[config.mk]
export PLATFORM = sky130hd
export DESIGN_NAME = spi_txn_scheduler
export DESIGN_NICKNAME = d
export VERILOG_FILES = /design/src/rtl/spi_sched_pkg.sv /design/src/rtl/spi_req_fifo.sv /design/src/rtl/spi_txn_scheduler.sv
export SDC_FILE = /design/constraint.sdc
export NUM_CORES = 1
export LEC_CHECK = 0
export BUFFER_PORTS_ARGS = -buffer_cell sky130_fd_sc_hd__buf_4
export CORE_UTILIZATION = 56
export DETAILED_ROUTE_END_ITERATION = 8
export PLACE_DENSITY = 0.83
export SLEW_MARGIN = 10
export SYNTH_ARGS = -nofsm -noshare
export SYNTH_HDL_FRONTEND = slang
export SYNTH_SLANG_ARGS = --single-unit
[constraint.sdc]
create_clock -name clk_i -period 2.9 [get_ports clk_i]
set_clock_uncertainty 0.05 [all_clocks]
set_input_delay 0.725 -clock clk_i [delete_from_list [all_inputs] [get_ports clk_i]]
set_output_delay 0.725 -clock clk_i [all_outputs]
set_load 0.01 [all_outputs]
[src/rtl/spi_sched_pkg.sv]
// Shared state encoding, request record and width defaults for the SPI transaction scheduler.
package spi_sched_pkg;

  localparam int ADDR_W_DEF = 8;
  localparam int DATA_W_DEF = 8;

  typedef enum logic [1:0] {
    IDLE,
    LAUNCH,
    WAIT,
    RESP
  } sched_state_t;

  typedef struct packed {
    logic                  wr;
    logic [ADDR_W_DEF-1:0] addr;
    logic [DATA_W_DEF-1:0] data;
  } spi_req_t;

endpackage

[src/rtl/spi_req_fifo.sv]
// Request FIFO for the SPI scheduler; pointers carry one extra wrap bit to tell full from empty.
module spi_req_fifo
  import spi_sched_pkg::*;
#(
  parameter int  DEPTH   = 4,
  parameter type ENTRY_T = spi_req_t
) (
  input  logic   clk_i,
  input  logic   rst_i,
  input  logic   push_i,
  input  ENTRY_T push_data_i,
  input  logic   pop_i,
  output ENTRY_T head_o,
  output logic   full_o,
  output logic   empty_o
);

  localparam int PTR_W = $clog2(DEPTH);
  localparam logic [PTR_W:0] PTR_ONE = 1;

  ENTRY_T mem_q [DEPTH];

  logic [PTR_W:0] wr_ptr_q;
  logic [PTR_W:0] wr_ptr_d;
  logic [PTR_W:0] rd_ptr_q;
  logic [PTR_W:0] rd_ptr_d;
  logic           do_push;
  logic           do_pop;

  assign empty_o = (wr_ptr_q == rd_ptr_q);
  assign full_o  = (wr_ptr_q[PTR_W] != rd_ptr_q[PTR_W]) &&
                   (wr_ptr_q[PTR_W-1:0] == rd_ptr_q[PTR_W-1:0]);

  // A push into a full FIFO is still taken when the head leaves in the same cycle.
  assign do_pop  = pop_i && !empty_o;
  assign do_push = push_i && (!full_o || do_pop);
  assign head_o  = mem_q[rd_ptr_q[PTR_W-1:0]];

  always_comb begin
    wr_ptr_d = wr_ptr_q;
    rd_ptr_d = rd_ptr_q;
    if (do_push) wr_ptr_d = wr_ptr_q + PTR_ONE;
    if (do_pop)  rd_ptr_d = rd_ptr_q + PTR_ONE;
  end

  always_ff @(posedge clk_i) begin
    if (rst_i) begin
      wr_ptr_q <= '0;
      rd_ptr_q <= '0;
    end else begin
      wr_ptr_q <= wr_ptr_d;
      rd_ptr_q <= rd_ptr_d;
    end
  end

  always_ff @(posedge clk_i) begin
    if (do_push) mem_q[wr_ptr_q[PTR_W-1:0]] <= push_data_i;
  end

endmodule

[src/rtl/spi_txn_scheduler.sv]
// Queues host requests, runs them one at a time on the SPI top by releasing its reset, returns responses.
// Define SPI_SCHED_TIMEOUT_EN to add a WAIT-state watchdog of TIMEOUT_CYCLES cycles.
module spi_txn_scheduler
  import spi_sched_pkg::*;
#(
  parameter int DEPTH          = 4,
  parameter int ADDR_W         = ADDR_W_DEF,
  parameter int DATA_W         = DATA_W_DEF,
  parameter int TIMEOUT_CYCLES = 1024
) (
  input  logic              clk_i,
  input  logic              rst_i,
  input  logic              req_valid_i,
  output logic              req_ready_o,
  input  logic              req_wr_i,
  input  logic [ADDR_W-1:0] req_addr_i,
  input  logic [DATA_W-1:0] req_data_i,
  output logic              rsp_valid_o,
  input  logic              rsp_ready_i,
  output logic              rsp_wr_o,
  output logic [DATA_W-1:0] rsp_data_o,
  output logic              rsp_err_o,
  output logic              spi_rst_o,
  output logic              spi_wr_o,
  output logic [ADDR_W-1:0] spi_addr_o,
  output logic [DATA_W-1:0] spi_din_o,
  input  logic [DATA_W-1:0] spi_dout_i,
  input  logic              spi_done_i,
  input  logic              spi_err_i
);

  if (DEPTH < 2 || (DEPTH & (DEPTH - 1)) != 0 || TIMEOUT_CYCLES < 2) begin : g_param_check
    $error("spi_txn_scheduler: DEPTH must be a power of 2 >= 2 and TIMEOUT_CYCLES >= 2");
  end

  typedef struct packed {
    logic              wr;
    logic [ADDR_W-1:0] addr;
    logic [DATA_W-1:0] data;
  } req_t;

  req_t         push_entry;
  req_t         head;
  logic         fifo_full;
  logic         fifo_empty;
  logic         push;
  logic         pop;
  logic         wd_expired;

  sched_state_t      state_q;
  logic              ready_en_q;
  logic              spi_rst_q;
  logic              spi_wr_q;
  logic [ADDR_W-1:0] spi_addr_q;
  logic [DATA_W-1:0] spi_din_q;
  logic              rsp_valid_q;
  logic              rsp_wr_q;
  logic [DATA_W-1:0] rsp_data_q;
  logic              rsp_err_q;

  // ready_en_q keeps req_ready low for the reset cycle itself.
  assign req_ready_o = ready_en_q && !fifo_full;
  assign push        = req_valid_i && req_ready_o;
  assign pop         = (state_q == IDLE) && !fifo_empty;
  assign push_entry  = '{wr: req_wr_i, addr: req_addr_i, data: req_data_i};

  spi_req_fifo #(
    .DEPTH   (DEPTH),
    .ENTRY_T (req_t)
  ) u_req_fifo (
    .clk_i       (clk_i),
    .rst_i       (rst_i),
    .push_i      (push),
    .push_data_i (push_entry),
    .pop_i       (pop),
    .head_o      (head),
    .full_o      (fifo_full),
    .empty_o     (fifo_empty)
  );

`ifdef SPI_SCHED_TIMEOUT_EN
  localparam int WD_W = $clog2(TIMEOUT_CYCLES);
  localparam logic [WD_W-1:0] WD_LOAD = WD_W'(TIMEOUT_CYCLES - 1);
  localparam logic [WD_W-1:0] WD_ONE  = 1;

  logic [WD_W-1:0] wd_cnt_q;

  // Down-counter reloads outside WAIT; reaching zero marks the last WAIT cycle.
  always_ff @(posedge clk_i) begin
    if (rst_i || state_q != WAIT) begin
      wd_cnt_q <= WD_LOAD;
    end else if (wd_cnt_q != '0) begin
      wd_cnt_q <= wd_cnt_q - WD_ONE;
    end
  end

  assign wd_expired = (state_q == WAIT) && (wd_cnt_q == '0);
`else
  assign wd_expired = 1'b0;
`endif

  always_ff @(posedge clk_i) begin
    if (rst_i) begin
      state_q     <= IDLE;
      ready_en_q  <= 1'b0;
      spi_rst_q   <= 1'b1;
      spi_wr_q    <= 1'b0;
      spi_addr_q  <= '0;
      spi_din_q   <= '0;
      rsp_valid_q <= 1'b0;
      rsp_wr_q    <= 1'b0;
      rsp_data_q  <= '0;
      rsp_err_q   <= 1'b0;
    end else begin
      ready_en_q <= 1'b1;
      case (state_q)
        IDLE: begin
          if (!fifo_empty) begin
            spi_wr_q   <= head.wr;
            spi_addr_q <= head.addr;
            spi_din_q  <= head.data;
            spi_rst_q  <= 1'b0;
            state_q    <= LAUNCH;
          end
        end
        LAUNCH: begin
          state_q <= WAIT;
        end
        WAIT: begin
          // err has priority over done, and either beats the watchdog on its last cycle.
          if (spi_done_i || spi_err_i) begin
            rsp_wr_q    <= spi_wr_q;
            rsp_err_q   <= spi_err_i;
            rsp_data_q  <= (!spi_wr_q && !spi_err_i) ? spi_dout_i : '0;
            rsp_valid_q <= 1'b1;
            spi_rst_q   <= 1'b1;
            state_q     <= RESP;
          end else if (wd_expired) begin
            rsp_wr_q    <= spi_wr_q;
            rsp_err_q   <= 1'b1;
            rsp_data_q  <= '0;
            rsp_valid_q <= 1'b1;
            spi_rst_q   <= 1'b1;
            state_q     <= RESP;
          end
        end
        RESP: begin
          if (rsp_ready_i) begin
            rsp_valid_q <= 1'b0;
            state_q     <= IDLE;
          end
        end
        default: begin
          state_q <= IDLE;
        end
      endcase
    end
  end

  assign rsp_valid_o = rsp_valid_q;
  assign rsp_wr_o    = rsp_wr_q;
  assign rsp_data_o  = rsp_data_q;
  assign rsp_err_o   = rsp_err_q;
  assign spi_rst_o   = spi_rst_q;
  assign spi_wr_o    = spi_wr_q;
  assign spi_addr_o  = spi_addr_q;
  assign spi_din_o   = spi_din_q;

endmodule

Word level (Yosys, flattened, before mapping) --
Memory sizes are Yosys's and may differ from the RTL's. A register that Yosys moved wholly into a read port is not among the register bits. Index checks and enable logic that the tools add are counted.
Word-level totals: output and inout bits 30, bits of input ports 31, memories kept 1, register bits after elaboration 21, logic and storage cells 56, bits in writable memories 68
Memory list:
- u_req_fifo.mem_q | words 4, bits a word 17, rd ports 1, clocked after Yosys merged registers in 1, wr ports 1, line spi_req_fifo.sv:21 | ENTRY_T mem_q [DEPTH];
Operators by class: equal/unequal tests 9, bitwise gates (word level) 1, muxes and demuxes 13, $add $sub $neg 2, reduce and logical (&&, ||, !) cells 21
Operator list (number):
- AND reduction 3 bit | 3
- 2-to-1 mux 8 bit | 1
- case mux 2 bit (4 select lines) | 1
- logical AND 1 bit | 7
- adder 3 x 1 -> 3 bit, second input constant | 2
- 2-to-1 mux 1 bit | 6
- 2-to-1 mux 2 bit | 3
- inequality test 2 bit, second input constant | 3
- equality test 2 bit, second input constant | 2
- zero test 1 bit | 4
- case mux 1 bit (2 select lines) | 2
- AND reduction 2 bit | 2
- nonzero test 2 bit | 2
- equality test 3 bit | 1
- equality test 2 x 1 -> 1 bit, second input constant | 1
- equality test 2 bit | 1
- zero test 2 bit | 1
- logical OR 1 bit | 2
- inequality test 1 bit | 1
- NOT 1 bit | 1

Depth between registers and ports, before layout --
Gate-level depths: netlist of run 1.
word-level depth 8, gate-level depth with buffers 7, mapped depth without buffers 6

By module --
From an unflattened synthesis of run 1, not the netlist that was laid out.
Unflattened totals: cell total of the unflattened synthesis 299, area, all modules 4271.6 µm²
Modules (own cells, without submodules):
- spi_req_fifo | seq. area each 2202.1 µm², area an instance 2995.4 µm², instances 1, cells an instance 144
- spi_txn_scheduler | seq. area each 640.6 µm², area an instance 1276.2 µm², instances 1, cells an instance 155

Worst setup path after synthesis of run 1 --
No wires, ideal clock.
path type input -> register, from input req_valid_i, to memory u_req_fifo.mem_q[3][0] (netlist bit), enable pin, arrival time 1.783 ns, path slack 0.662 ns, cell stages on the path 2, required time 2.445 ns, cells stage by stage nand3_1 a31oi_1
On the way: longest elaborated chain between the ends 4
RTL lines:
- from (decl) | line spi_txn_scheduler.sv:13 | input logic req_valid_i,
- logical AND 1 bit | line spi_txn_scheduler.sv:63 | assign push = req_valid_i && req_ready_o;
- logical AND 1 bit | line spi_req_fifo.sv:36 | assign do_push = push_i && (!full_o || do_pop);
- 2-to-1 mux 1 bit | line spi_req_fifo.sv:57 | if (do_push) mem_q[wr_ptr_q[PTR_W-1:0]] <= push_data_i;
- 2-to-1 mux 1 bit (not written as such) | line spi_req_fifo.sv:57
- to (decl) | line spi_req_fifo.sv:21
No other way between the ends.

Worst setup path after layout of run 1 --
from register u_req_fifo.rd_ptr_q[0], to output req_ready_o
On the way: longest elaborated chain between the ends 4
RTL lines:
- from (decl) | line spi_req_fifo.sv:25 | logic [PTR_W:0] rd_ptr_q;
- from (signal assigned) | line spi_req_fifo.sv:52 | rd_ptr_q <= rd_ptr_d;
- equality test 2 bit | line spi_req_fifo.sv:32 | (wr_ptr_q[PTR_W-1:0] == rd_ptr_q[PTR_W-1:0]);
- logical AND 1 bit | line spi_req_fifo.sv:31 | assign full_o = (wr_ptr_q[PTR_W] != rd_ptr_q[PTR_W]) &&
- zero test 1 bit | line spi_txn_scheduler.sv:62 | assign req_ready_o = ready_en_q && !fifo_full;
- logical AND 1 bit | line spi_txn_scheduler.sv:62
- to (decl) | line spi_txn_scheduler.sv:14 | output logic req_ready_o,
No other way between the ends.

==> results.py, run 1 <==
metrics = {
    "worst_setup_path": {
        "cp_max_fo": 10,
        "critPathMaxStageDelay_ns": 0.36,
        "crit_chain": "buf_4, xnor2_1, a31oi_1, buf_4",
        "critPathSlowestCell": "dfxtp_1",
        "arrival_ns": 1.56,
        "worstSetupPathType": "reg2out",
        "startpoint_type": "register",
        "worst_path_most_repeated_cell": "buf_4",
        "endpoint_kind": "output port",
        "cp.required_ns": 2.12,
    },
    "die": {
        "die_area_um2": 7780,
        "initial_utilization": 0.577,
        "die_w_um": 88.2,
        "core-area_um2": 7210,
        "io_pins": 61,
        "rows": 31,
        "die_h_um": 88.2,
    },
    "power_and_ir_drop": {
        "p_clk_frac": 0.233,
        "p_seq_frac": 0.497,
        "powerDensity_nw_per_um2": 746,
        "p_leak_nw": 1.77,
        "peakVddDrop_v": 0.000371,
        "swShare": 0.312,
        "power_frac_comb": 0.270,
        "power.internal_w": 0.00252,
        "p_sw_w": 0.00114,
    },
    "job": {
        "cap_violations": 0,
    },
    "clocking": {
        "clk_pin_slew_worst_paths_ns": 0.10,
        "cts_setup_buffers": 0,
        "ctsLongestPathBuffers": 2,
        "cts_resized": 0,
        "tritoncts": "built",
        "cts-htree-levels": 3,
        "cts_sinks": 106,
        "cts_buffers": 9,
        "cts_hold_buffers": 0,
        "clk_latency_ns": 0.37,
        "cts-root-buf": "clkbuf_8",
    },
    "timing": {
        "fin_crit_ns": 2.34,
        "rsz0062_at_grt": "no",
        "fin_setup_tns_ns": 0,
        "period_share": 0.806,
        "max_slew_margin": 0.519,
        "worst_slew_pin_slew_ns": 0.721,
        "setup_violations": 0,
        "finalHoldViolations": 0,
        "max_freq_ghz": 0.428,
        "slew_viol_final": 0,
    },
    "synth": {
        "synth_area_um2": 4160,
        "yosysWarnings": 0,
        "syn-num-nets": 325,
        "ys_types": 34,
        "avgSynthCellArea_um2": 14.6,
        "ys_seq_area_frac": 0.673,
        "synth_cells": 285,
        "synth_seq_cells": 106,
    },
    "layout": {
        "diodes": 0,
        "multi_input_area_um2": 1240,
        "fin_cells": 457,
        "drive_above_1_share": 0.360,
        "fin_nets": 393,
        "fill_cells": 513,
        "synthToLayoutAreaGrowth_pct": 18.1,
        "regArea_um2": 2800,
    },
    "routing": {
        "drt_first_pass_iters": 4,
        "ant_nets": 0,
        "viasPerCell": 5.35,
        "drc": 0,
        "totalWireLength_um": 7420,
        "num_vias": 2444,
        "wl_per_cell_um": 16.2,
        "drtIter0Drc": 116,
    },
    "grt": {
        "antenna_found_initial": 0,
        "grt.total_usage": 0.201,
        "grt_max_degree": 37,
        "overflow": 0,
        "grt_pass1_vias": 2348,
        "grt_first_pass_wirelength_um": 11100,
    },
    "run_status": {
        "status": "finished clean",
    },
    "placement": {
        "port-buffer-count": 60,
        "gp_congestion": 0.713,
        "dp.cells": 441,
        "dp_hpwl_um": 5000,
    },
    "min_path": {
        "hp-class": "reg2reg",
    },
}
## layer usage
metal | share of wire | vias to the layer above | wire length (um) | global-route usage
met5 | 0 | - | 0 | 0
met3 | 0.054 | 13 | 397 | 0.0358
met2 | 0.51 | 84 | 3810 | 0.356
met1 | 0.41 | 1178 | 3060 | 0.233
met4 | 0.020 | 0 | 151 | 0.106
li1 | - | 1169 | - | -
## layout make-up
cell class,count,share of cell area
sequential,106,0.570
multi-input combinational,156,0.252
timing repair buffer,71,0.108
clock buffer,9,0.0252
tap,99,0.0252
clock inverter,7,0.0125
inverter,9,0.00687
## state kept, by name (all words and copies together) (netlist names), 2 cells and up
signal / cells
spi_addr_o: 8
spi_din_o: 8
rsp_data_o: 8
u_req_fifo.rd_ptr_q: 3
u_req_fifo.mem_q: 68
state_q: 2
u_req_fifo.wr_ptr_q: 3
## critical path, delay by kind of cell, from the launching register on
family	cells	cell delay, ns
compound gates	1	0.14
flops	1	0.36
xor+xnor	1	0.33
buf+inv	2	0.38
## synth_stat cells
cell | instances | area share
nor2_1 | 6 | 0.0054
xor2_1 | 2 | 0.0042
buf_2 | 3 | 0.0036
a31oi_1 | 2 | 0.0030
and2_1 | 3 | 0.0045
o21ai_1 | 1 | 0.0012
inv_1 | 9 | 0.0081
ha_1 | 9 | 0.027
buf_4 | 2 | 0.0036
xnor2_1 | 5 | 0.011
mux2i_1 | 3 | 0.0072
a221oi_2 | 1 | 0.0036
buf_12 | 1 | 0.0048
clkbuf_1 | 4 | 0.0036
a31oi_2 | 1 | 0.0030
o311ai_0 | 1 | 0.0021
o21ai_0 | 3 | 0.0036
o31a_1 | 1 | 0.0021
nor2b_1 | 1 | 0.0015
nand2_1 | 45 | 0.041
a21oi_1 | 21 | 0.025
nand2_2 | 10 | 0.015
dfxtp_1 | 38 | 0.18
xor2_2 | 1 | 0.0039
or3_1 | 1 | 0.0015
o211ai_1 | 1 | 0.0018
mux4_2 | 17 | 0.092
nand3_1 | 9 | 0.011
buf_1 | 2 | 0.0018
o31ai_2 | 1 | 0.0030
edfxtp_1 | 68 | 0.49
nor4_1 | 1 | 0.0015
buf_6 | 2 | 0.0054
a21oi_2 | 10 | 0.021
## cell families after synthesis
group	share of synthesized area
xor+xnor	0.0186
buf+inv	0.0310
fa+ha+maj	0.0271
compound gates	0.0697
simple gates	0.0809
flops	0.673
mux	0.0992
## power by group through the flow
| stage | combinational (W) | clock (W) | sequential, W |
|---|---|---|---|
| floorplan | 0.000660 | 0 | 0.00189 |
| global placement | 0.000967 | 0 | 0.00185 |
| detailed placement | 0.00100 | 0 | 0.00186 |
| CTS | 0.00101 | 0.000868 | 0.00182 |
| global route | 0.00108 | 0.000927 | 0.00184 |
| finish | 0.000991 | 0.000853 | 0.00182 |
## placed cells by master, fill, tap and decap left out, types with 2 or more instances in the layout
cell      synthesis  routed
inv_1             9       9
a31oi_2           1       2
edfxtp_1         68      68
and2_1            3       3
mux4_2           17      17
nand3_1           9       9
inv_8             0       2
xor2_1            2       2
clkbuf_8          0       9
inv_6             0       2
mux2i_1           3       3
a21oi_2          10      10
nor2_1            6       6
ha_1              9       9
dfxtp_1          38      38
nand2_1          45      45
o21ai_0           3       3
nand2_2          10      10
buf_4             2      71
a21oi_1          21      21
xnor2_1           5       5
## through the flow
| stage | util | hold WS (ns) | setup WS (ns) | instance area (um^2) | total power (W) |
|---|---|---|---|---|---|
| 4_1_cts | 0.681 | 0.410 | 0.539 | 4910 | 0.00370 |
| 6_report | 0.681 | 0.404 | 0.563 | 4910 | 0.00367 |
| 3_5_place_dp | 0.656 | 0.396 | 0.625 | 4730 | 0.00286 |
| 2_1_floorplan | - | 0.402 | 0.662 | 4160 | 0.00255 |
| 3_3_place_gp | 0.656 | 0.388 | 0.682 | 4730 | 0.00281 |
| 5_1_grt | 0.681 | 0.429 | 0.432 | 4910 | 0.00384 |
## path summary, 6_finish.rpt
path	depth (start not counted)	endpoint	startpoint	slack, ns
min reg2reg	2	rsp_data_o[4]	rsp_data_o[4]	0.40
max reg2reg	5	u_req_fifo.mem_q[1][0]	u_req_fifo.rd_ptr_q[0]	0.63
min	2	rsp_data_o[4]	rsp_data_o[4]	0.40
max	4	req_ready_o	u_req_fifo.rd_ptr_q[0]	0.56
Power figures use the tool's default switching activity.
==> run 2: changes to the inputs <==
Settings changed: CORE_UTILIZATION 56 to 51, PLACE_DENSITY 0.83 to 0.8.
Clock period 2.9 ns to 2.15 ns, I/O delays scaled along.
==> run 2 against run 1 <==
Clock power up 44%. Critical path type unchanged. Global-route usage decreased by 1.0 points. Critical endpoint unchanged. Clock-buffer cell count is 1 higher. Sequential power is 36% higher. First-iteration DRC count up 2.6%. Die area increased by 9.6%. Routed wire length fell by 0.26%. Hold slack worse by 0.081 ns.
==> results.py, run 2 (synthesis results as in run 1) <==
metrics = {
    "worst_setup_path": {
        "worstSetupPathType": "reg2out",
        "endpoint_kind": "output port",
        "startpoint_type": "register",
        "cp.required_ns": 1.56,
        "reg2reg_depth": 6,
        "arrival_ns": 1.41,
        "cp_max_fo": 6,
    },
    "routing": {
        "viasPerCell": 5.26,
        "num_vias": 2446,
        "totalWireLength_um": 7400,
        "wl_per_cell_um": 15.9,
        "drt_first_pass_iters": 4,
        "ant_nets": 0,
        "drc": 0,
        "drtIter0Drc": 119,
    },
    "layout": {
        "largest_reg_flops": 68,
        "fill_cells": 576,
        "regArea_um2": 2800,
        "post-route-util": 0.637,
        "drive_above_1_share": 0.366,
        "diodes": 0,
        "fin_area_um2": 4970,
        "fin_nets": 398,
        "most-common-layout-cells": "buf_4 (76), edfxtp_1 (68), nand2_1 (45)",
        "multi_input_area_um2": 1240,
        "synthToLayoutAreaGrowth_pct": 19.5,
        "final_common_cell": "buf_4",
    },
    "placement": {
        "dpl_cell_area_um2": 4770,
        "gp_congestion": 0.713,
        "port-buffer-count": 60,
        "dp_hpwl_um": 5100,
    },
    "die": {
        "io_pins": 61,
        "core-area_um2": 7810,
        "die_w_um": 92.3,
        "rows": 32,
        "die_h_um": 92.3,
        "die_area_um2": 8520,
        "initial_utilization": 0.533,
    },
    "timing": {
        "period_share": 0.927,
        "finalHoldViolations": 0,
        "max_freq_ghz": 0.502,
        "fin_setup_tns_ns": 0,
        "worst_slew_pin_slew_ns": 0.552,
        "slew_viol_final": 0,
        "setup_violations": 0,
        "max_slew_margin": 0.631,
        "fin_hold_ws_ns": 0.323,
        "fin_crit_ns": 1.99,
        "rsz0062_at_grt": "no",
    },
    "clocking": {
        "cts_resized": 0,
        "clk_latency_ns": 0.36,
        "tritoncts": "built",
        "cts-root-buf": "clkbuf_8",
        "ctsLongestPathBuffers": 2,
        "cts_buffers": 9,
        "cts_sinks": 106,
        "cts_hold_buffers": 0,
        "clk_pin_slew_worst_paths_ns": 0.10,
        "cts_setup_buffers": 0,
        "cts-htree-levels": 3,
    },
    "power_and_ir_drop": {
        "power.total_w": 0.00505,
        "p_leak_nw": 1.79,
        "powerDensity_nw_per_um2": 1020,
        "peakVddDrop_v": 0.000472,
    },
    "grt": {
        "overflow": 0,
        "grt_max_degree": 37,
        "grt_first_pass_wirelength_um": 12000,
        "antenna_found_initial": 0,
        "grt_pass1_vias": 2475,
        "grt.total_usage": 0.190,
    },
    "min_path": {
        "hold_depth": 1,
        "hp-class": "in2reg",
    },
    "job": {
        "cap_violations": 0,
    },
    "run_status": {
        "status": "finished clean",
    },
}
-- run 2: worst max-delay path: stages (launching register included) --
cell and delay, ns:
dfxtp_1 0.41, xor2_2 0.33, a31oi_1 0.14, buf_4 0.17
-- run 2: metal layers --
metal / track usage / wire (um) / share of wire / vias to the layer above
li1: - / - / - / 1180
met2: 0.322 / 3730 / 0.50 / 63
met4: 0.0586 / 87 / 0.012 / 0
met3: 0.0443 / 348 / 0.047 / 7
met5: 0 / 0 / 0 / -
met1: 0.245 / 3240 / 0.44 / 1196
-- run 2: cell type report --
type,count,area share
flip-flops and latches,106,0.564
multi-input cells,156,0.249
repair buffers,76,0.115
clock buffers,10,0.0257
well taps,102,0.0257
clock inverters,6,0.0148
inverters,9,0.00679
-- run 2: worst paths after layout --
kind / startpoint / endpoint / slack [ns]
max: u_req_fifo.wr_ptr_q[2] / req_ready_o / 0.16
min reg2reg: rsp_data_o[1] / rsp_data_o[1] / 0.41
min: req_data_i[0] / u_req_fifo.mem_q[3][0] / 0.32
max reg2reg: u_req_fifo.rd_ptr_q[0] / spi_addr_o[6] / 0.33
-- run 2: report_power, final --
part / leakage [nW] / switching (W) / internal, W
Combinational: 0.770 / 0.000723 / 0.000633
Clock: 0.0950 / 0.000675 / 0.000554
Sequential: 0.927 / 0.000119 / 0.00235
Total: 1.79 / 0.00152 / 0.00354
-- run 2: stage by stage --
step           instances  setup WS [ns]
2_1_floorplan        285          0.260
3_3_place_gp         449          0.455
3_5_place_dp         449          0.349
4_1_cts              465          0.136
5_1_grt              465         0.0356
6_report             465          0.157
